**src/rtl/density_request_gen.sv**
```systemverilog
// density_request_gen: per-side vehicle density request generator.
// Each side synchronises its raw detector, detects rising edges with a
// holdoff against detector bounce, counts vehicles over a shared time window
// and raises a density request (p1/p2) when enough vehicles are waiting. The
// request is held until that side's green lamp services it.
// Optional build macro: TLC_DENSITY_AGE_EN enables anti-starvation aging, so a
// small nonzero count that survives AGE_MAX windows still raises a request.

module density_side #(
  parameter int CW      = 4,
  parameter int THRESH  = 3,
  parameter int GAP_CYC = 2
`ifdef TLC_DENSITY_AGE_EN
  ,
  parameter int AGE_MAX = 4
`endif
) (
  input  logic          clk,
  input  logic          rst,
  input  logic          veh,
  input  logic          green,
  input  logic          win_end,
  output logic          p,
  output logic [CW-1:0] cnt
);

  // Holdoff counter is sized so that GAP_CYC always fits.
  localparam int HW = $clog2(GAP_CYC + 2);

  localparam logic [CW-1:0] CNT_ONE  = CW'(1);
  localparam logic [CW-1:0] CNT_MAX  = {CW{1'b1}};
  localparam logic [CW-1:0] THRESH_C = CW'(THRESH);
  localparam logic [HW-1:0] HOLD_LD  = HW'(GAP_CYC);
  localparam logic [HW-1:0] HOLD_ONE = HW'(1);

`ifdef TLC_DENSITY_AGE_EN
  localparam int AW = $clog2(AGE_MAX + 1);
  localparam logic [AW-1:0] AGE_LIM = AW'(AGE_MAX);
  localparam logic [AW-1:0] AGE_ONE = AW'(1);
`endif

  typedef enum logic [1:0] {
    IDLE  = 2'd0,
    REQ   = 2'd1,
    SERVE = 2'd2
  } state_t;

  // Saturating vehicle counter increment: stops at all-ones, never wraps.
  function automatic logic [CW-1:0] sat_inc(input logic [CW-1:0] v);
    logic [CW-1:0] r;
    if (v == CNT_MAX) begin
      r = v;
    end else begin
      r = v + CNT_ONE;
    end
    return r;
  endfunction

  logic          sync1_r;
  logic          sync2_r;
  logic          prev_r;
  logic [HW-1:0] hold_r;
  state_t        state_r;
  logic [CW-1:0] cnt_r;
  logic          p_r;

  logic          edge_raw_s;
  logic          acc_edge_s;
  logic [CW-1:0] cnt_inc_s;
  logic [CW-1:0] idle_cnt_nxt_s;
  logic          idle_req_s;

`ifdef TLC_DENSITY_AGE_EN
  logic [AW-1:0] age_r;
  logic [AW-1:0] idle_age_nxt_s;
`endif

  // Two-flop synchroniser for the asynchronous detector plus the edge-detect history flop.
  always_ff @(posedge clk or posedge rst) begin
    if (rst) begin
      sync1_r <= 1'b0;
      sync2_r <= 1'b0;
      prev_r  <= 1'b0;
    end else begin
      sync1_r <= veh;
      sync2_r <= sync1_r;
      prev_r  <= sync2_r;
    end
  end

  // Edge qualification and next-count computation for the IDLE state.
  always_comb begin
    edge_raw_s     = 1'b0;
    acc_edge_s     = 1'b0;
    cnt_inc_s      = cnt_r;
    idle_cnt_nxt_s = cnt_r;
    idle_req_s     = 1'b0;
`ifdef TLC_DENSITY_AGE_EN
    idle_age_nxt_s = age_r;
`endif

    edge_raw_s = sync2_r & ~prev_r;
    if (hold_r == '0) begin
      acc_edge_s = edge_raw_s;
    end else begin
      acc_edge_s = 1'b0;
    end
    cnt_inc_s = sat_inc(cnt_r);

`ifdef TLC_DENSITY_AGE_EN
    // Window end does not clear a pending count; it ages it instead.
    if (acc_edge_s) begin
      idle_cnt_nxt_s = cnt_inc_s;
    end else begin
      idle_cnt_nxt_s = cnt_r;
    end
    if (idle_cnt_nxt_s == '0) begin
      idle_age_nxt_s = '0;
    end else if (win_end && (cnt_r != '0) && (age_r != AGE_LIM)) begin
      idle_age_nxt_s = age_r + AGE_ONE;
    end else begin
      idle_age_nxt_s = age_r;
    end
    idle_req_s = (idle_cnt_nxt_s >= THRESH_C) ||
                 ((idle_cnt_nxt_s != '0) && (idle_age_nxt_s == AGE_LIM));
`else
    // A vehicle arriving on the window boundary opens the new window with a count of one.
    if (acc_edge_s) begin
      if (win_end) begin
        idle_cnt_nxt_s = CNT_ONE;
      end else begin
        idle_cnt_nxt_s = cnt_inc_s;
      end
    end else if (win_end) begin
      idle_cnt_nxt_s = '0;
    end else begin
      idle_cnt_nxt_s = cnt_r;
    end
    idle_req_s = (idle_cnt_nxt_s >= THRESH_C);
`endif
  end

  // Holdoff: an accepted edge blocks further edges for GAP_CYC cycles (detector bounce).
  always_ff @(posedge clk or posedge rst) begin
    if (rst) begin
      hold_r <= '0;
    end else if (acc_edge_s) begin
      hold_r <= HOLD_LD;
    end else if (hold_r != '0) begin
      hold_r <= hold_r - HOLD_ONE;
    end else begin
      hold_r <= hold_r;
    end
  end

  // Request FSM with registered count and request outputs; green always has priority.
  always_ff @(posedge clk or posedge rst) begin
    if (rst) begin
      state_r <= IDLE;
      cnt_r   <= '0;
      p_r     <= 1'b0;
`ifdef TLC_DENSITY_AGE_EN
      age_r   <= '0;
`endif
    end else begin
      case (state_r)
        IDLE: begin
          if (green) begin
            state_r <= SERVE;
            cnt_r   <= '0;
            p_r     <= 1'b0;
`ifdef TLC_DENSITY_AGE_EN
            age_r   <= '0;
`endif
          end else begin
            cnt_r <= idle_cnt_nxt_s;
`ifdef TLC_DENSITY_AGE_EN
            age_r <= idle_age_nxt_s;
`endif
            if (idle_req_s) begin
              state_r <= REQ;
              p_r     <= 1'b1;
            end else begin
              state_r <= IDLE;
              p_r     <= 1'b0;
            end
          end
        end
        REQ: begin
          if (green) begin
            state_r <= SERVE;
            cnt_r   <= '0;
            p_r     <= 1'b0;
`ifdef TLC_DENSITY_AGE_EN
            age_r   <= '0;
`endif
          end else begin
            state_r <= REQ;
            p_r     <= 1'b1;
            if (acc_edge_s) begin
              cnt_r <= cnt_inc_s;
            end else begin
              cnt_r <= cnt_r;
            end
          end
        end
        SERVE: begin
          cnt_r <= '0;
          p_r   <= 1'b0;
`ifdef TLC_DENSITY_AGE_EN
          age_r <= '0;
`endif
          if (green) begin
            state_r <= SERVE;
          end else begin
            state_r <= IDLE;
          end
        end
        default: begin
          state_r <= IDLE;
          cnt_r   <= '0;
          p_r     <= 1'b0;
`ifdef TLC_DENSITY_AGE_EN
          age_r   <= '0;
`endif
        end
      endcase
    end
  end

  assign p   = p_r;
  assign cnt = cnt_r;

endmodule

module density_request_gen #(
  parameter int CW      = 4,
  parameter int THRESH  = 3,
  parameter int WIN_CYC = 64,
  parameter int GAP_CYC = 2
`ifdef TLC_DENSITY_AGE_EN
  ,
  parameter int AGE_MAX = 4
`endif
) (
  input  logic          clk,
  input  logic          rst,
  input  logic          veh1,
  input  logic          veh2,
  input  logic          s1green,
  input  logic          s2green,
  output logic          p1,
  output logic          p2,
  output logic [CW-1:0] cnt1,
  output logic [CW-1:0] cnt2
);

  // Window counter width; WIN_CYC is expected to be at least 2.
  localparam int WW = $clog2(WIN_CYC);
  localparam logic [WW-1:0] WIN_LAST = WW'(WIN_CYC - 1);
  localparam logic [WW-1:0] WIN_ONE  = WW'(1);

  logic [WW-1:0] win_cnt_r;
  logic          win_end_s;

  // Shared free-running window counter 0..WIN_CYC-1.
  always_ff @(posedge clk or posedge rst) begin
    if (rst) begin
      win_cnt_r <= '0;
    end else if (win_cnt_r == WIN_LAST) begin
      win_cnt_r <= '0;
    end else begin
      win_cnt_r <= win_cnt_r + WIN_ONE;
    end
  end

  assign win_end_s = (win_cnt_r == WIN_LAST);

  density_side #(
    .CW      (CW),
    .THRESH  (THRESH),
    .GAP_CYC (GAP_CYC)
`ifdef TLC_DENSITY_AGE_EN
    ,
    .AGE_MAX (AGE_MAX)
`endif
  ) u_side1 (
    .clk     (clk),
    .rst     (rst),
    .veh     (veh1),
    .green   (s1green),
    .win_end (win_end_s),
    .p       (p1),
    .cnt     (cnt1)
  );

  density_side #(
    .CW      (CW),
    .THRESH  (THRESH),
    .GAP_CYC (GAP_CYC)
`ifdef TLC_DENSITY_AGE_EN
    ,
    .AGE_MAX (AGE_MAX)
`endif
  ) u_side2 (
    .clk     (clk),
    .rst     (rst),
    .veh     (veh2),
    .green   (s2green),
    .win_end (win_end_s),
    .p       (p2),
    .cnt     (cnt2)
  );

endmodule

```
**config.mk**
```make
export PLATFORM = sky130hd
export DESIGN_NAME = density_request_gen
export DESIGN_NICKNAME = d
export VERILOG_FILES = /design/src/rtl/density_request_gen.sv
export SDC_FILE = /design/constraint.sdc
export NUM_CORES = 1
export LEC_CHECK = 0
export BUFFER_PORTS_ARGS = -buffer_cell sky130_fd_sc_hd__buf_2
export CAP_MARGIN = 20
export CORE_MARGIN = 2
export CORE_UTILIZATION = 57
export CTS_BUF_LIST = sky130_fd_sc_hd__clkbuf_8 sky130_fd_sc_hd__clkbuf_16
export DETAILED_ROUTE_END_ITERATION = 7
export GPL_TIMING_DRIVEN = 0
export PLACE_DENSITY_LB_ADDON = 0.1
export SYNTH_ARGS = -nofsm -noshare
export SYNTH_HDL_FRONTEND = slang
export SYNTH_HIERARCHICAL = 1
export SYNTH_SLANG_ARGS = --single-unit
```
**constraint.sdc**
```tcl
create_clock -name clk -period 1.85 [get_ports clk]
set_clock_uncertainty 0.05 [all_clocks]
set_input_delay 0.185 -clock clk [delete_from_list [all_inputs] [get_ports clk]]
set_output_delay 0.185 -clock clk [all_outputs]
set_load 0.02 [all_outputs]
```
### After elaboration in Yosys (flattened, before gate mapping)

Index checks and enable logic that the tools add are counted.

* memories: 0
* bits in read-only memories: 0
* logic and storage cells: 84
* latch bits: 0
* register bits: 30
* RAM bits: 0
* bits of input ports: 6
* output and inout bits: 10

* add/subtract/negate cells: 5
* reductions and logical operators: 8
* divide/modulo/power cells: 0
* multiplexer cells: 41
* magnitude comparators: 2
* bitwise logic cells: 4
* multiply operators: 0
* shift-type cells: 0
* equality and inequality tests: 9

Operator list (count)
* 4-bit two-way mux: 14
* 2-bit two-way mux: 10
* 4-bit case mux with 2 select lines: 2
* 2-bit case mux with 3 select lines: 2
* 1-bit two-way mux: 10
* 4-bit by 1-bit adder with 4-bit output (second input constant): 2
* 4-bit == test (second input constant): 2
* 4-bit by 2-bit greater-or-equal comparator with 1-bit output (second input constant): 2
* 2-bit zero test: 4
* 2-bit nonzero test: 4
* 6-bit by 1-bit adder with 6-bit output (second input constant): 1
* 6-bit == test (second input constant): 1
* 6-bit two-way mux: 1
* 3-bit by 2-bit != test with 1-bit output (second input constant): 2
* 2-bit by 1-bit == test with 1-bit output (second input constant): 2
* 2-bit == test (second input constant): 2
* 1-bit case mux with 2 select lines: 2
* 2-bit by 1-bit subtractor with 2-bit output (second input constant): 2
* 1-bit AND: 2
* 1-bit NOT: 2

### Depth between registers and ports, before layout

* depth after elaboration: 8
* gate-level depth with buffers: 7
* gate-level depth less buffers: 7

### Hierarchy

The synthesis kept the hierarchy.

By module, submodules not included
* density_side: area each 600.6 µm², instances 2, sequential area each 300.3 µm², cells each 57
* density_request_gen: area each 259.0 µm², instances 1, sequential area each 150.1 µm², cells each 22

### Least setup slack after synthesis

Ideal clock, no wire load.

* path kind: flip-flop to flip-flop
* from: reg win_cnt_r[0]
* to: reg u_side1.cnt_r[0] (netlist: u_side1/cnt[0])
* cell stages (with the launch flop): 8
* arrival time: 1457 ps
* buffers on the path: 0
* setup time: 86 ps
* data required time: 1714 ps
* setup slack: 257 ps
* period minus slack after synthesis: 1593 ps
* cells stage by stage: dfrtp_1 ha_1 nand3_2 nor2_4 or2b_1 a21bo_1 a32oi_1 nor3_1

* cells in the longest elaborated chain, start to end: 5
* elaborated cells on any way between the ends: 6
* classes of those cells: 1 x eq/ne; 5 x mux

RTL lines
* start: declaration: RTL line 263 `logic [WW-1:0] win_cnt_r;`
* start signal: assignment: RTL line 273 `win_cnt_r <= win_cnt_r + WIN_ONE;`
* 6-bit == test *: RTL line 277 `assign win_end_s = (win_cnt_r == WIN_LAST);`
* net win_end_s: RTL line 264 `logic win_end_s;`
* 4-bit two-way mux, on equally long branches: RTL line 134, 129
* 4-bit two-way mux *: RTL line 128 `if (acc_edge_s) begin`
* 4-bit two-way mux *: RTL line 168 `if (green) begin`
* 4-bit case mux with 2 select lines *: RTL line 166 `case (state_r)`
* end signal: assignment: RTL line 176 `cnt_r <= idle_cnt_nxt_s;`
* end signal: assignment: RTL line 201 `cnt_r <= cnt_inc_s;`
* end signal: assignment: RTL line 203 `cnt_r <= cnt_r;`
* end: declaration: RTL line 64 `logic [CW-1:0] cnt_r;`

The timed path passes the listed nets; every way through them passes the cells marked *.
A chain may end at the register's enable or synchronous reset.

### Final worst setup path

* from: reg win_cnt_r[0]
* to: reg u_side2.cnt_r[2] (netlist: u_side2/cnt[2])

* cells in the longest elaborated chain, start to end: 5
* elaborated cells on any way between the ends: 6
* classes of those cells: 1 x eq/ne; 5 x mux

RTL lines (RTL line)
* 6-bit == test *: 277
* net win_end_s: 264
* 4-bit two-way mux, on equally long branches: 134, 129
* 4-bit two-way mux *: 128
* 4-bit two-way mux *: 168
* 4-bit case mux with 2 select lines *: 166
* end signal: assignment: 176
* end signal: assignment: 201
* end signal: assignment: 203
* end: declaration: 64

Marked as above.

==> impl_results.md <==
* Clock Latency Late Sink at between 0.2 and 0.3 ns
* PostCTS Resize Cnt at 0
* Chip height at between 50 and 60 um
* Routed len/inst at ~13 um
* Least-Margin Pin Slew at 0.471 ns
* Share of cells above drive strength 1 at 0.202
* PortBufs at 15
* Grt met2 use at 0.312
* Req. time, crit path at 1.96 ns
* Initial drt markers at 16
* Met3 GRT Util at 0.0820
* Kind of critical path: reg -> reg
* Die area at about 0.0030 sq mm
* Power Total at approximately 1.5 mW
* Final worst slack at 0.127 ns
* Most frequent cells in the layout: dfrtp_1, nand2_1, buf_2
* Hpwl dp at 1.80 mm
* Number of max-cap violations at 0
* Worst VDD drop at 0.671 mV
* PwrDens at 863 mW/mm^2
* Fillers at 206
* TritonCTS Buffers at 5
* Post-Place Setup Slack at 0.0751 ns
* Vias in the first global route at 961
* Core Area at approximately 0.0025 sq mm
* Critical Path AT at 1.84 ns
* Pint at 1.07 mW
* Crit-path cells: ha_1 > nand3_2 > nor2_4 > or2b_1 > nand2_1 > and3b_1
* Avg Inst Size Synth at 10.7 sq um
* Register bit total from synthesis at 30
* CP Max Fanout at 5
* GRT Total Usage at 0.196
* Max clock buf depth at 2
* Register clock-pin slew on the reported worst setup and hold paths at around 0.06 ns
* # setup viols final at 0
* Initial antenna violation count at 0
* Initial core utilization at 0.595
* Comb pwr share at 0.174
* Post-Syn Area at 0.00146 sq mm
* GPL Wtd Cong at 0.798
* Final ANT Viol Nets at 0
* Synth cell types at 32
* Vias at 1113
* RSZ-0062 raised after global routing: no
* Seq/Total Area, Yosys at 0.514
* Final instance area at about 0.0017 sq mm
* Clock share of power at 0.317
* Post-synthesis net count at 147
* Minimum clock period at 1.72 ns
* Layout area overhead at 16.0%
* GRT busiest layer: met2
* Slowest CP cell: dfrtp_1
* H-tree Lvls at 2
* CTS tree: done
* Most common cell after layout, fill and taps aside: dfrtp_1
* Sw Pwr at 0.395 mW
* Fin crit share at 0.931
* Startpoint types: register
* # rows at 18
* Root Buffer: clkbuf_8
* Largest net degree at the start of global routing at 13
* First-pass GRT wire length at 4.03 mm
* Setup TNS Final at 0 ns
* Drt via density at 5.77
* # nets final at 174
* Drt pass-1 iters at 4
* Hold crit path type: in -> reg
* # clock sinks at 30
* Slowest Stage Delay on Critical Path at 0.41 ns
* Io pins at 16
* Fmax at 581 MHz
* Slew Limit Fails at 0
* Status: finished, final reports clean
* Final hold violations at 0
* Switching Share at 0.270
* Leakage at 0.845 nW
* Synthesized instance count at between 100 and 150
* Chip width at around 55 um
* Met1 usage at 0.234
* Critical Path Sink Type: register
* Routed WL at ~2.6 mm
* Dpl cell area at 0.00157 sq mm
* Residual DRC count at 0
* Post-Place Cells at 181
* Congestion Overflow GR at 0
* Rel. slew slack at 0.685
* Final Non-Filler Cells at around 190
* Yosys warns at 6
* N_diodes at 0
* Seq pwr share at 0.509
## power by group through the flow
stage                     clock network, mW  logic (mW)  registers, mW
after floorplan                           0       0.199          0.751
after global placement                    0       0.231          0.753
after detailed placement                  0       0.255          0.756
after CTS                             0.485       0.261          0.744
after global routing                  0.516       0.293          0.752
final                                 0.464       0.255          0.744
## critical path: cells and delay by family, from the launching register on
kind | cells | cell delay [ns]
simple gates | 5 | 0.91
fa+ha+maj | 1 | 0.24
flops | 1 | 0.41
## cell families after synthesis
| kind of cell | Yosys count | synth area share |
|---|---|---|
| AND/OR/NAND/NOR | 48 | 0.196 |
| AO/OA/AOI/OAI | 39 | 0.190 |
| flip-flops | 30 | 0.514 |
| buffers and inverters | 11 | 0.0386 |
| adder cells (fa/ha/maj) | 5 | 0.0428 |
| XOR/XNOR | 3 | 0.0180 |
## registers in the layout, indices dropped and copies added, names as in the netlist
signal and cells:
u_side1/p 1, u_side2/sync1_r 1, u_side1/state_r 2, win_cnt_r 6, u_side1/hold_r 2, u_side1/sync2_r 1, u_side2/state_r 2, u_side2/p 1
u_side2/prev_r 1, u_side2/sync2_r 1, u_side2/cnt 4, u_side2/hold_r 2, u_side1/prev_r 1, u_side1/sync1_r 1, u_side1/cnt 4
## metal layers
metal	wire length, um	part of all wire
met1	1190	0.46
met2	1280	0.50
met3	96	0.037
met4	10	0.0039
met5	0	0
## repair_timing
item | CTS | global route
setup buffers | 0 | 2
hold endpoints to repair | 32 | 0
setup endpoints to repair | 0 | 3
hold buffers | 3 | 0
## synth_stat cells
master | count | share of area
nand4b_1 | 2 | 0.012
and3b_1 | 4 | 0.024
or2b_1 | 2 | 0.010
nand4_4 | 2 | 0.029
o21ai_1 | 1 | 0.0034
nor2_4 | 1 | 0.0077
a211oi_1 | 2 | 0.010
buf_6 | 2 | 0.015
a41oi_1 | 4 | 0.024
nor2b_1 | 2 | 0.0086
nand2_1 | 16 | 0.041
a21boi_0 | 2 | 0.010
inv_1 | 9 | 0.023
nor3_1 | 2 | 0.0069
nand3_2 | 1 | 0.0069
xor2_1 | 2 | 0.012
a32oi_1 | 2 | 0.012
nand3_1 | 4 | 0.014
ha_1 | 5 | 0.043
a21oi_1 | 11 | 0.038
a211oi_2 | 2 | 0.017
a41o_1 | 2 | 0.014
o22ai_1 | 4 | 0.017
a21bo_1 | 2 | 0.014
o21ai_0 | 4 | 0.014
a21o_2 | 2 | 0.012
xnor2_1 | 1 | 0.0060
dfrtp_1 | 30 | 0.51
o31ai_1 | 1 | 0.0051
nand2b_1 | 2 | 0.0086
nor2_1 | 9 | 0.023
nor2_2 | 1 | 0.0043
## worst paths after layout
check,from,end,slack (ns),depth (start not counted)
setup / recovery,win_cnt_r[0],u_side2/cnt[2],0.13,6
hold / removal,s2green,u_side2/cnt[0],0.04,2
setup reg to reg,win_cnt_r[0],u_side2/cnt[2],0.13,6
hold reg to reg,u_side1/sync1_r,u_side1/sync2_r,0.30,0
max in group asynchronous,rst,u_side1/hold_r[0],0.97,3
min in group asynchronous,rst,win_cnt_r[4],0.35,3
## through the flow
step	utilization	hold slack, ns
after floorplan	-	-0.0740
after global placement	0.641	0.0768
after detailed placement	0.641	0.0848
after CTS	0.684	0.0348
after global routing	0.690	0.0447
final	0.690	0.0403
## final cells by class
cell class | count | area, sq um | area share
multi-input combinational | 95 | 653 | 0.386
timing repair buffer | 20 | 120 | 0.0709
buffer | 2 | 22.5 | 0.0133
clock inverter | 2 | 7.51 | 0.00443
tap | 30 | 37.5 | 0.0222
sequential | 30 | 751 | 0.443
inverter | 9 | 33.8 | 0.0199
clock buffer | 5 | 68.8 | 0.0406
Power figures use the tool's default switching activity.
